[config.mk]
export PLATFORM = sky130hd
export DESIGN_NAME = mem_access_ctrl
export DESIGN_NICKNAME = d
export VERILOG_FILES = /design/src/rtl/mem_access_ctrl.sv
export SDC_FILE = /design/constraint.sdc
export NUM_CORES = 1
export LEC_CHECK = 0
export ABC_AREA = 0
export BUFFER_PORTS_ARGS = -buffer_cell sky130_fd_sc_hd__buf_4
export CORE_UTILIZATION = 55
export CTS_BUF_LIST = sky130_fd_sc_hd__clkbuf_4
export DETAILED_ROUTE_END_ITERATION = 10
export GPL_ROUTABILITY_DRIVEN = 1
export HOLD_SLACK_MARGIN = 0.15
export PLACE_DENSITY = 0.95
export SKIP_LAST_GASP = 1
export SYNTH_ARGS = -nofsm -noshare
export SYNTH_HDL_FRONTEND = slang
export SYNTH_SLANG_ARGS = --single-unit
[constraint.sdc]
create_clock -name clk -period 3.65 [get_ports clk]
set_input_delay 0.5475 -clock clk [delete_from_list [all_inputs] [get_ports clk]]
set_output_delay 0.5475 -clock clk [all_outputs]
set_load 0.02 [all_outputs]
[src/rtl/mem_access_ctrl.sv]
// Command-driven controller for a 32x8 combinational-read memory: single writes and stallable burst reads.
// Optional build macro MEMCTRL_BOUND_CHECK_EN adds cmd_err and drops read bursts that would wrap.
module mem_access_ctrl #(
    parameter int unsigned ADDR_W = 5,
    parameter int unsigned DATA_W = 8
) (
    input  logic              clk,
    input  logic              rst_n,
    input  logic              cmd_valid,
    output logic              cmd_ready,
    input  logic              cmd_wr,
    input  logic [ADDR_W-1:0] cmd_addr,
    input  logic [ADDR_W-1:0] cmd_len,
    input  logic [DATA_W-1:0] cmd_wdata,
    output logic              rd_valid,
    input  logic              rd_ready,
    output logic [DATA_W-1:0] rd_data,
    output logic              rd_last,
    output logic [ADDR_W-1:0] mem_add,
    output logic [DATA_W-1:0] mem_in,
    output logic              mem_read,
    input  logic [DATA_W-1:0] mem_out,
    output logic              busy
`ifdef MEMCTRL_BOUND_CHECK_EN
    ,
    output logic              cmd_err
`endif
);

    localparam int unsigned CNT_W = ADDR_W + 1;

    typedef enum logic [1:0] {IDLE, WR, RD, DRAIN} state_t;

    state_t             state_q, state_d;
    logic [CNT_W-1:0]   cnt_q, cnt_d;
    logic               primed_q, primed_d;
    logic [ADDR_W-1:0]  mem_add_d;
    logic [DATA_W-1:0]  mem_in_d;
    logic               mem_read_d;
    logic [DATA_W-1:0]  rd_data_d;
    logic               rd_valid_d;
    logic               rd_last_d;
    logic               rd_ok;
    logic               advance;

`ifdef MEMCTRL_BOUND_CHECK_EN
    logic               cmd_err_d;
    logic [ADDR_W:0]    end_addr;

    // Carry out of start+len means the burst would run past the top address
    assign end_addr = {1'b0, cmd_addr} + {1'b0, cmd_len};
    assign rd_ok    = ~end_addr[ADDR_W];
`else
    assign rd_ok    = 1'b1;
`endif

    assign cmd_ready = (state_q == IDLE);
    assign busy      = (state_q != IDLE);
    // A beat may be captured once the address phase has had a cycle and the output slot is free
    assign advance   = primed_q && (!rd_valid || rd_ready);

    always_comb begin
        state_d    = state_q;
        cnt_d      = cnt_q;
        primed_d   = primed_q;
        mem_add_d  = mem_add;
        mem_in_d   = mem_in;
        mem_read_d = 1'b0;
        rd_data_d  = rd_data;
        rd_valid_d = rd_valid;
        rd_last_d  = rd_last;
`ifdef MEMCTRL_BOUND_CHECK_EN
        cmd_err_d  = 1'b0;
`endif
        case (state_q)
            IDLE: begin
                if (cmd_valid) begin
                    if (cmd_wr) begin
                        state_d    = WR;
                        mem_add_d  = cmd_addr;
                        mem_in_d   = cmd_wdata;
                        mem_read_d = 1'b1;
                    end else if (rd_ok) begin
                        state_d   = RD;
                        mem_add_d = cmd_addr;
                        cnt_d     = CNT_W'(cmd_len) + CNT_W'(1);
                        primed_d  = 1'b0;
                    end else begin
`ifdef MEMCTRL_BOUND_CHECK_EN
                        cmd_err_d = 1'b1;
`endif
                    end
                end
            end
            WR: begin
                state_d = IDLE;
            end
            RD: begin
                if (!primed_q) begin
                    primed_d = 1'b1;
                end else if (advance) begin
                    rd_data_d  = mem_out;
                    rd_valid_d = 1'b1;
                    rd_last_d  = (cnt_q == CNT_W'(1));
                    mem_add_d  = mem_add + ADDR_W'(1);
                    cnt_d      = cnt_q - CNT_W'(1);
                    if (cnt_q == CNT_W'(1)) begin
                        state_d  = DRAIN;
                        primed_d = 1'b0;
                    end
                end
            end
            DRAIN: begin
                if (rd_valid && rd_ready) begin
                    rd_valid_d = 1'b0;
                    rd_last_d  = 1'b0;
                    state_d    = IDLE;
                end
            end
            default: begin
                state_d = IDLE;
            end
        endcase
    end

    always_ff @(posedge clk or negedge rst_n) begin
        if (!rst_n) begin
            state_q <= IDLE;
        end else begin
            state_q <= state_d;
        end
    end

    // Registered datapath and outputs
    always_ff @(posedge clk or negedge rst_n) begin
        if (!rst_n) begin
            cnt_q    <= '0;
            primed_q <= 1'b0;
            mem_add  <= '0;
            mem_in   <= '0;
            mem_read <= 1'b0;
            rd_data  <= '0;
            rd_valid <= 1'b0;
            rd_last  <= 1'b0;
`ifdef MEMCTRL_BOUND_CHECK_EN
            cmd_err  <= 1'b0;
`endif
        end else begin
            cnt_q    <= cnt_d;
            primed_q <= primed_d;
            mem_add  <= mem_add_d;
            mem_in   <= mem_in_d;
            mem_read <= mem_read_d;
            rd_data  <= rd_data_d;
            rd_valid <= rd_valid_d;
            rd_last  <= rd_last_d;
`ifdef MEMCTRL_BOUND_CHECK_EN
            cmd_err  <= cmd_err_d;
`endif
        end
    end

endmodule

==> results of run 1 <==
==> how the worst max path moves through the flow <==
stage,to,cells past startpoint
finish,rd_data[6],3
floorplan,mem_in[0],5
detailed placement,rd_last,4
global route,rd_last,4
CTS,rd_data[6],3
global placement,mem_add[0],5
==> synth_stat cells (2+ instances only) <==
master / instances / area share (%)
nand2_1: 9 / 2.1
nor3_1: 5 / 1.5
inv_1: 5 / 1.1
a21oi_1: 8 / 2.4
xnor2_1: 2 / 1.1
nor2_1: 9 / 2.1
nand2b_1: 3 / 1.1
buf_2: 4 / 1.2
dfrtp_1: 33 / 50
mux2i_1: 2 / 1.2
o21ai_1: 3 / 0.91
buf_6: 2 / 1.4
mux2_2: 16 / 11
a22o_1: 2 / 1.1
ha_1: 4 / 3.0
nand3_1: 8 / 2.4
o22ai_1: 2 / 0.76
and2_1: 2 / 0.76
o21ai_0: 12 / 3.7
and3_1: 2 / 0.76
==> kinds of logic after synthesis <==
logic type,count (synthesis),share of synthesized area (%)
AND/OR/NAND/NOR,45,14.3
flip-flops,33,50.3
XOR/XNOR,3,1.60
buffers and inverters,12,4.19
adder cells (fa/ha/maj),4,3.05
AO/OA/AOI/OAI,36,14.3
multiplexers,18,12.2
==> per-layer routing <==
metal	share of wire (%)	vias up	track usage, %	routed length, um
met4	2.9	0	16.7	112
li1	-	653	-	-
met2	49	64	45.7	1910
met1	39	661	30.1	1520
met5	0	-	0	0
met3	8.9	11	9.22	345
==> power groups by stage <==
stage / logic [mW] / clock network, mW / registers (mW)
after detailed placement: 0.985 / 0 / 0.687
after CTS: 0.987 / 0.200 / 0.687
final: 0.982 / 0.197 / 0.688
after global placement: 0.936 / 0 / 0.668
after global routing: 1.07 / 0.212 / 0.712
after floorplan: 0.522 / 0 / 0.809
==> cell type report <==
| type | count | area, sq um |
|---|---|---|
| Tap cell | 31 | 38.8 |
| Multi-Input combinational cell | 106 | 747 |
| Inverter | 5 | 18.8 |
| Clock inverter | 3 | 12.5 |
| Clock buffer | 5 | 37.5 |
| Sequential cell | 33 | 826 |
| Fill cell | 198 | 671 |
| Timing Repair Buffer | 57 | 430 |
==> through the flow <==
stage / cell area, sq um / util (%) / hold WS (ns)
2_1_floorplan: 1640 / - / 0.252
3_3_place_gp: 2050 / 73.7 / 0.491
3_5_place_dp: 2050 / 73.7 / 0.497
4_1_cts: 2110 / 75.9 / 0.423
5_1_grt: 2110 / 75.9 / 0.424
6_report: 2110 / 75.9 / 0.427
==> worst max-delay path, stage by stage (launching register included) <==
cell,delay [ns]
dfrtp_1,0.45
nor2b_2,0.50
nand3_1,0.49
mux2_2,0.43
==> state kept, by name, summed over array words and instances, names as in the netlist <==
signal,cells
rd_last,1
mem_in,8
primed_q,1
mem_add,5
rd_data,8
mem_read,1
cnt_q,6
rd_valid,1
state_q,2
==> what timing repair did <==
item,4_1_cts,5_1_grt
gates resized for setup,0,0
hold endpoints to repair,33,0
hold buffers,1,0
==> summary.md, run 1 <==
| Metric | Value |
|---|---|
| Largest net degree at the start of global routing | `34` |
| Clk slew on worst S/H paths | `0.09 ns` |
| Post-synth EDFFs | `0` |
| RR Endpoint | `rd_data[6]` |
| Worst r2r src | `state_q[1]` |
| Drt pass-1 iters | `4` |
| Crit-path max FO | `13` |
| Vias per cell | `5.79` |
| Max-slew violation count | `0` |
| Vias in the first global route | `1,444` |
| FF-to-FF setup slack | `1.67 ns` |
| Starting DRC count in detailed routing | `35` |
| Status | `finished clean` |
| Via count | `1,389` |
| Comb pwr share | `52.6%` |
| Slew HR | `50.2%` |
| Unrepaired setup endpoints after global routing | `false` |
| Async set or reset register ratio after synthesis | `100%` |
| Share of layout cells above drive strength 1 | `39.7%` |
| Setup TNS Final | `0 ns` |
| Setup Skew | `0.00993 ns` |
| Wire length per cell | `16.2 um` |
| Detailed-route DRC error count | `0` |
| Avg Cell Area, Syn | `10.9 sq um` |
| HP Start | `mem_out[0]` |
| Die ar. | `3210 sq um` |
| Syn. warnings | `0` |
| Final setup margin | `1.67 ns` |
| Sequential area share after synthesis | `50.3%` |
| Switching part of the total | `43.6%` |
| Synthesis-stage register bit count | `33` |
| Final hold vios | `0` |
| Core ar. | `2780 sq um` |
| Row count | `19` |
| H-tree Lvls | `2` |
| FMAX | `0.506 GHz` |
| Hold Path Class | `input pin to register` |
| Worst-Margin Slew | `0.747 ns` |
| # Post-CTS Setup Buffers | `0` |
| Power Internal | `1.05 mW` |
| Net Count, Synth | `186` |
| Total CTS buffers | `5` |
| Final Net Count | `243` |
| GPL Wtd Cong | `0.793` |
| Initial antenna violation count | `0` |
| Clk Latency, worst-skew pair | `0.35 ns` |
| Global route overflow | `0` |
| Post-DRT Antenna Nets | `0` |
| Pre-CTS setup slack | `1.67 ns` |
| Final setup viols | `0` |
| Chip width | `56.6 um` |
| Syn Inst Count | `151` |
| Worst setup path class | `register to register` |
| HPWL Detailed | `2840 um` |
| Dpl cells | `231` |
| Pwr Density | `884 nW/um^2` |
| Reg2Reg Depth | `3` |
| Clock Sinks | `33` |
| Most frequent cells in the layout | `buf_4 (56), dfrtp_1 (33), mux2_2 (16), o21ai_0 (12)` |
| Commonest non-fill, non-tap cell in the layout | `buf_4` |
| PortBufs | `56` |
| Worst Hold End | `rd_data[0]` |
| Switch Pwr | `813 uW` |
| Critical path startpoint | `state_q[1]` |
| Part of the cycle the worst path needs | `54.2%` |
| TritonCTS clock tree | `yes` |
| Mapped Area | `1640 sq um` |
| Worst VDD drop | `0.756 mV` |
| Die H | `56.6 um` |
| CTS Buffer Depth | `2` |
| Pleak | `1.00 nW` |
| Overall power | `1.87 mW` |
| Cell variety after synth | `38` |
| I/O Pins | `57` |
| Clock power share | `10.5%` |
| Crit. End Element | `register` |
| Max_cap viols | `0` |
| Top_reg_cell synth | `dfrtp_1` |
| Drt total wl | `3880 um` |
| Worst setup SP type | `register` |
| Critical path arrival | `2.21 ns` |
| Minimum clock period | `1.98 ns` |
| First-pass GRT wire length | `6480 um` |
| Starting Density | `59.0%` |
| Worst Hold Depth | `2` |
| Critical Path RT | `3.88 ns` |
| N_diodes | `0` |
| Area Overhead vs Synth | `28.6%` |
| Overall Global Routing Usage | `27.5%` |
| Clock root cell | `clkbuf_4` |
| Flop pwr share | `36.9%` |
| Post-route insts no fill | `240` |
Note: power is estimated with default switching activity, not from simulation.
==> inputs of run 2 (changes only) <==
CORE_UTILIZATION = 51   (was 55)
PLACE_DENSITY = 0.9   (was 0.95)
clock period = 1.85 ns   (was 3.65 ns; I/O delays follow)
==> summary.md, run 2 (synthesis gave the netlist of run 1 again) <==
| Metric | Value |
|---|---|
| Drt total wl | `4450 um (+14%)` |
| Vias in the first global route | `1,369 (-5.2%)` |
| Core ar. | `3050 sq um (+9.8%)` |
| Final instance area | `2290 sq um (+8.3%)` |
| PortBufs | `56 (unchanged)` |
| Slowest cell on crit path | `dfrtp_1` |
| Clk Latency, worst-skew pair | `0.35 ns (about the same)` |
| TritonCTS clock tree | `yes` |
| Power Internal | `2.33 mW (+120%)` |
| Post-place instance area | `2110 sq um (+3.0%)` |
| Pwr Density | `1770 nW/um^2 (+100%)` |
| Switching part of the total | `42.4% (-1.2 points)` |
| Worst setup SP type | `register` |
| FMAX | `0.589 GHz (+16%)` |
| Detailed-route DRC error count | `0 (unchanged)` |
| Critical path arrival | `1.94 ns (-0.27 ns)` |
| GPL Wtd Cong | `0.891 (+12%)` |
| Clock Sinks | `33 (unchanged)` |
| Area Overhead vs Synth | `39.3%` |
| Clock root cell | `clkbuf_4` |
| Filler cells | `225 (+14%)` |
| Commonest non-fill, non-tap cell in the layout | `buf_4` |
| Max-slew violation count | `0 (unchanged)` |
| Hold Path Class | `input pin to register` |
| CP Buf/Inv Count | `0 (unchanged)` |
| Setup TNS Final | `0 ns (unchanged)` |
| Crit-path max FO | `10 (-3)` |
| Crit-path cells | `nor2_1 > and3_1 > mux2_2` |
| Chip width | `58.7 um (+3.7%)` |
| CTS resizes | `0 (unchanged)` |
| HPWL Detailed | `2730 um (-3.8%)` |
| H-tree Lvls | `2 (unchanged)` |
| CTS Buffer Depth | `2 (unchanged)` |
| Global route overflow | `0 (unchanged)` |
| Final Util | `74.9% (-1.0 points)` |
| Slew HR | `66.4% (+16 points)` |
| Die H | `58.7 um (+3.7%)` |
| Critical Path RT | `2.09 ns (-1.79 ns)` |
| Worst setup path class | `register to register` |
| Clock power share | `14.1% (+3.6 points)` |
| Row count | `20 (+1)` |
| Starting Density | `53.8% (-5.2 points)` |
| Flop pwr share | `33.9% (-3.0 points)` |
| First-pass GRT wire length | `6290 um (-2.9%)` |
| Part of the cycle the worst path needs | `91.8% (+38 points)` |
| Final Net Count | `257 (+5.8%)` |
| Share of layout cells above drive strength 1 | `40.8% (+1.1 points)` |
| Final hold vios | `0 (unchanged)` |
| Vias per cell | `5.36 (-7.4%)` |
| Unrepaired setup endpoints after global routing | `false` |
| Crit. End Element | `register` |
| Starting DRC count in detailed routing | `61 (+74%)` |
| Initial antenna violation count | `0 (unchanged)` |
| Pleak | `1.08 nW (+7.3%)` |
| N_diodes | `0 (unchanged)` |
| Max_cap viols | `0 (unchanged)` |
| Largest net degree at the start of global routing | `34 (unchanged)` |
| Most frequent cells in the layout | `buf_4 (62), dfrtp_1 (33), mux2_2 (16), o21ai_0 (12)` |
| Final setup viols | `0 (unchanged)` |
| Hold Slack | `0.156 ns (-0.271 ns)` |
| Worst VDD drop | `1.09 mV (+44%)` |
| Total CTS buffers | `5 (unchanged)` |
| Post-DRT Antenna Nets | `0 (unchanged)` |
| Peak per-stage delay on the critical path | `0.49 ns (about the same)` |
| Wire length per cell | `16.7 um (+2.9%)` |
| Overall Global Routing Usage | `25.0% (-2.5 points)` |
| Via count | `1,431 (+3.0%)` |
| Die ar. | `3450 sq um (+7.6%)` |
| Status | `finished clean` |
| Drt pass-1 iters | `4 (unchanged)` |
| Minimum clock period | `1.70 ns (-0.277 ns)` |
| Comb pwr share | `52.0% (-0.6 points)` |
| Largest regs | `mem_in: 8 flops, rd_data: 8 flops, cnt_q: 6 flops` |
| Switch Pwr | `1.71 mW (+110%)` |
| Worst path top cell family by delay | `simple AND/OR/NAND/NOR gates` |
| Worst-Margin Slew | `0.500 ns (-0.247 ns)` |
| I/O Pins | `57 (unchanged)` |
| Clk slew on worst S/H paths | `0.12 ns (+0.03 ns)` |
| Setup Skew | `0.00662 ns (-0.00330 ns)` |
run 2: cell count changes in the layout (fill, tap and decap cells not counted):
cell and change:
buf_4 +6, clkinv_1 -2, clkinv_2 -1, clkinvlp_4 +1, bufinv_16 +1, clkinv_4 +1, dlygate4sd3_1 +8
run 2: metal layers:
layer | vias up | routed length, um | GRT usage [%]
met5 | - | 0 | 0
met2 | 56 | 2190 | 41.1
met4 | 0 | 76 | 7.14
met3 | 7 | 350 | 9.89
li1 | 680 | - | -
met1 | 688 | 1830 | 30.4
run 2: path summary, 6_finish.rpt:
path | from | end | slack, ns | depth (start not counted)
max in group asynchronous | rst_n | mem_add[2] | 1.16 | 2
min reg2reg | rd_data[0] | rd_data[0] | 0.53 | 1
max reg2reg | state_q[0] | mem_in[1] | 0.15 | 3
min in group asynchronous | rst_n | rd_data[6] | 0.39 | 2
min | mem_out[4] | rd_data[4] | 0.16 | 2
max | state_q[0] | mem_in[1] | 0.15 | 3
run 2: repair_timing:
action	4_1_cts	5_1_grt
setup buffers	0	0
hold buffers	2	7
hold endpoints to repair	34	7
endpoints found under the setup margin	0	0
run 2: final cells by class:
cell class	instances	area [sq um]	share of cell area, %
clock buffer	5	37.5	1.64
clock inverter	3	46.3	2.03
inverter	5	18.8	0.821
multi-input combinational	106	747	32.7
sequential	33	826	36.1
tap	44	55.1	2.41
timing repair buffer	71	556	24.3
run 2: stage by stage:
step	std cells	setup slack, ns	total power, mW
2_1_floorplan	151	0.145	2.63
3_3_place_gp	250	0.263	3.30
3_5_place_dp	250	0.212	3.39
4_1_cts	260	0.201	3.97
5_1_grt	267	0.0512	4.32
6_report	267	0.151	4.04
run 2: worst reg2reg max path, stage by stage (launching register included):
cell,delay (ns)
dfrtp_1,0.49
nor2_1,0.23
and3_1,0.46
mux2_2,0.41
run 2: power groups by stage:
| stage | sequential (mW) | clock (mW) | combinational [mW] |
|---|---|---|---|
| global placement | 1.33 | 0 | 1.97 |
| finish | 1.37 | 0.568 | 2.10 |
| floorplan | 1.60 | 0 | 1.03 |
| CTS | 1.34 | 0.570 | 2.06 |
| global route | 1.42 | 0.616 | 2.29 |
| detailed placement | 1.35 | 0 | 2.05 |
==> inputs of run 3 (changes only) <==
REMOVE_ABC_BUFFERS = 1   (was not set)
==> summary.md, run 3 (synthesis gave the netlist of run 1 again) <==
| Metric | Value |
|---|---|
| Post-DRT Antenna Nets | `0 (unchanged)` |
| Critical path arrival | `1.80 ns (-0.14 ns)` |
| Worst setup SP type | `register` |
| Initial antenna violation count | `0 (unchanged)` |
| GPL Wtd Cong | `0.838 (-6.0%)` |
| Share of layout cells above drive strength 1 | `41.3% (+0.51 points)` |
| CTS resizes | `0 (unchanged)` |
| Detailed-route DRC error count | `0 (unchanged)` |
| Final instance area | `2160 sq um (-5.4%)` |
| Vias per cell | `5.25 (-2.0%)` |
| H-tree Lvls | `2 (unchanged)` |
| Slew HR | `66.7% (+0.22 points)` |
| Overall Global Routing Usage | `21.4% (-3.6 points)` |
| Final Net Count | `248 (-3.5%)` |
| Post-place instance area | `2100 sq um (-0.36%)` |
| CTS Buffer Depth | `2 (unchanged)` |
| PortBufs | `56 (unchanged)` |
| Final Util | `70.9% (-4.0 points)` |
| Clock Sinks | `33 (unchanged)` |
| I/O Pins | `57 (unchanged)` |
| N_diodes | `0 (unchanged)` |
| Most frequent cells in the layout | `buf_4 (61), dfrtp_1 (33), mux2_2 (16), o21ai_0 (12)` |
| HPWL Detailed | `2460 um (-10%)` |
| Max-slew violation count | `0 (unchanged)` |
| Worst path top cell family by delay | `simple AND/OR/NAND/NOR gates` |
| Setup TNS Final | `0 ns (unchanged)` |
| Chip width | `58.7 um (unchanged)` |
| Starting Density | `53.8% (unchanged)` |
| Clk slew on worst S/H paths | `0.09 ns (-0.03 ns)` |
| CP Buf/Inv Count | `0 (unchanged)` |
| Wire length per cell | `12.7 um (-24%)` |
| Total CTS buffers | `5 (unchanged)` |
| Die ar. | `3450 sq um (unchanged)` |
| Final setup viols | `0 (unchanged)` |
| Max_cap viols | `0 (unchanged)` |
| Via count | `1,350 (-5.7%)` |
| Drt pass-1 iters | `4 (unchanged)` |
| Area Overhead vs Synth | `31.8%` |
| FMAX | `0.632 GHz (+7.4%)` |
| Largest regs | `mem_in: 8 flops, rd_data: 8 flops, cnt_q: 6 flops` |
| Part of the cycle the worst path needs | `85.5% (-6.3 points)` |
| Critical Path RT | `2.07 ns (-0.02 ns)` |
| Setup Skew | `0.00633 ns (-0.000300 ns)` |
| Unrepaired setup endpoints after global routing | `false` |
| Crit-path cells | `nor2b_2 > nand3_1 > mux2_2` |
| Largest net degree at the start of global routing | `34 (unchanged)` |
| Pleak | `1.03 nW (-4.6%)` |
| Crit-path max FO | `12 (+2)` |
| Core ar. | `3050 sq um (unchanged)` |
| Peak per-stage delay on the critical path | `0.45 ns (-0.04 ns)` |
| Hold Path Class | `input pin to register` |
| Commonest non-fill, non-tap cell in the layout | `buf_4` |
| Starting DRC count in detailed routing | `44 (-28%)` |
| Overall power | `3.68 mW (-8.9%)` |
| Worst setup path class | `register to register` |
| Status | `finished clean` |
| Worst-Margin Slew | `0.499 ns (-0.000784 ns)` |
| TritonCTS clock tree | `yes` |
| Crit. End Element | `register` |
| Die H | `58.7 um (unchanged)` |
| Row count | `20 (unchanged)` |
| Pwr Density | `1700 nW/um^2 (-3.7%)` |
| First-pass GRT wire length | `5490 um (-13%)` |
| Final hold vios | `0 (unchanged)` |
| Minimum clock period | `1.58 ns (-0.117 ns)` |
| Slowest cell on crit path | `dfrtp_1` |
| Drt total wl | `3260 um (-27%)` |
| Vias in the first global route | `1,289 (-5.8%)` |
| Clock root cell | `clkbuf_4` |
| Clk Latency, worst-skew pair | `0.33 ns (-0.02 ns)` |
| Global route overflow | `0 (unchanged)` |
| Worst VDD drop | `0.914 mV (-16%)` |
## run 3: cell types whose count changed in the layout (fill, tap and decap cells not counted), sizes merged
cell and change:
clkbuf +1, bufinv -1, clkinvlp -1, dlygate4sd3 -8
buf -1
## run 3: where the power goes
group	leakage, nW	internal, mW	switching [mW]	total, mW
Clock	0.0292	0.152	0.215	0.368
Sequential	0.397	1.06	0.274	1.33
Combinational	0.601	0.949	1.03	1.98
## run 3: final cells by class
class	instances	area (sq um)
multi-input combinational	106	747
clock buffer	6	45.0
timing repair buffer	62	468
fill	256	890
clock inverter	1	3.75
sequential	33	826
tap	44	55.1
inverter	5	18.8
## run 3: timing repair
| action | CTS | global route |
|---|---|---|
| hold buffers | 1 | 0 |
| setup buffers | 0 | 0 |
| hold endpoints to repair | 33 | 0 |
## run 3: metrics by stage
stage | setup WS, ns | hold WS (ns) | cells
floorplan | 0.128 | -0.0181 | 144
global placement | 0.318 | 0.243 | 249
detailed placement | 0.274 | 0.243 | 249
CTS | 0.279 | 0.165 | 257
global route | 0.124 | 0.157 | 257
finish | 0.267 | 0.178 | 257
## run 3: path summary, 6_finish.rpt
kind	cells past startpoint	endpoint	startpoint	slack (ns)
max in group asynchronous	2	mem_in[3]	rst_n	1.13
worst min register to register	1	rd_data[4]	rd_data[4]	0.51
worst max register to register	3	rd_data[1]	state_q[1]	0.27
worst max-delay path	3	rd_data[1]	state_q[1]	0.27
worst min-delay path	2	rd_data[6]	mem_out[6]	0.18
min in group asynchronous	2	mem_add[3]	rst_n	0.41
## run 3: worst register-to-register path: stages, from the launching register on
cell     delay [ns]
dfrtp_1        0.45
nor2b_2        0.23
nand3_1        0.39
mux2_2         0.42
## run 3: routing by layer
layer	wire length (um)	global-route usage (%)	vias to the layer above
met4	33	8.16	0
met3	273	8.57	4
met2	1480	33.8	53
met5	0	0	-
met1	1480	26.4	627
li1	-	-	666
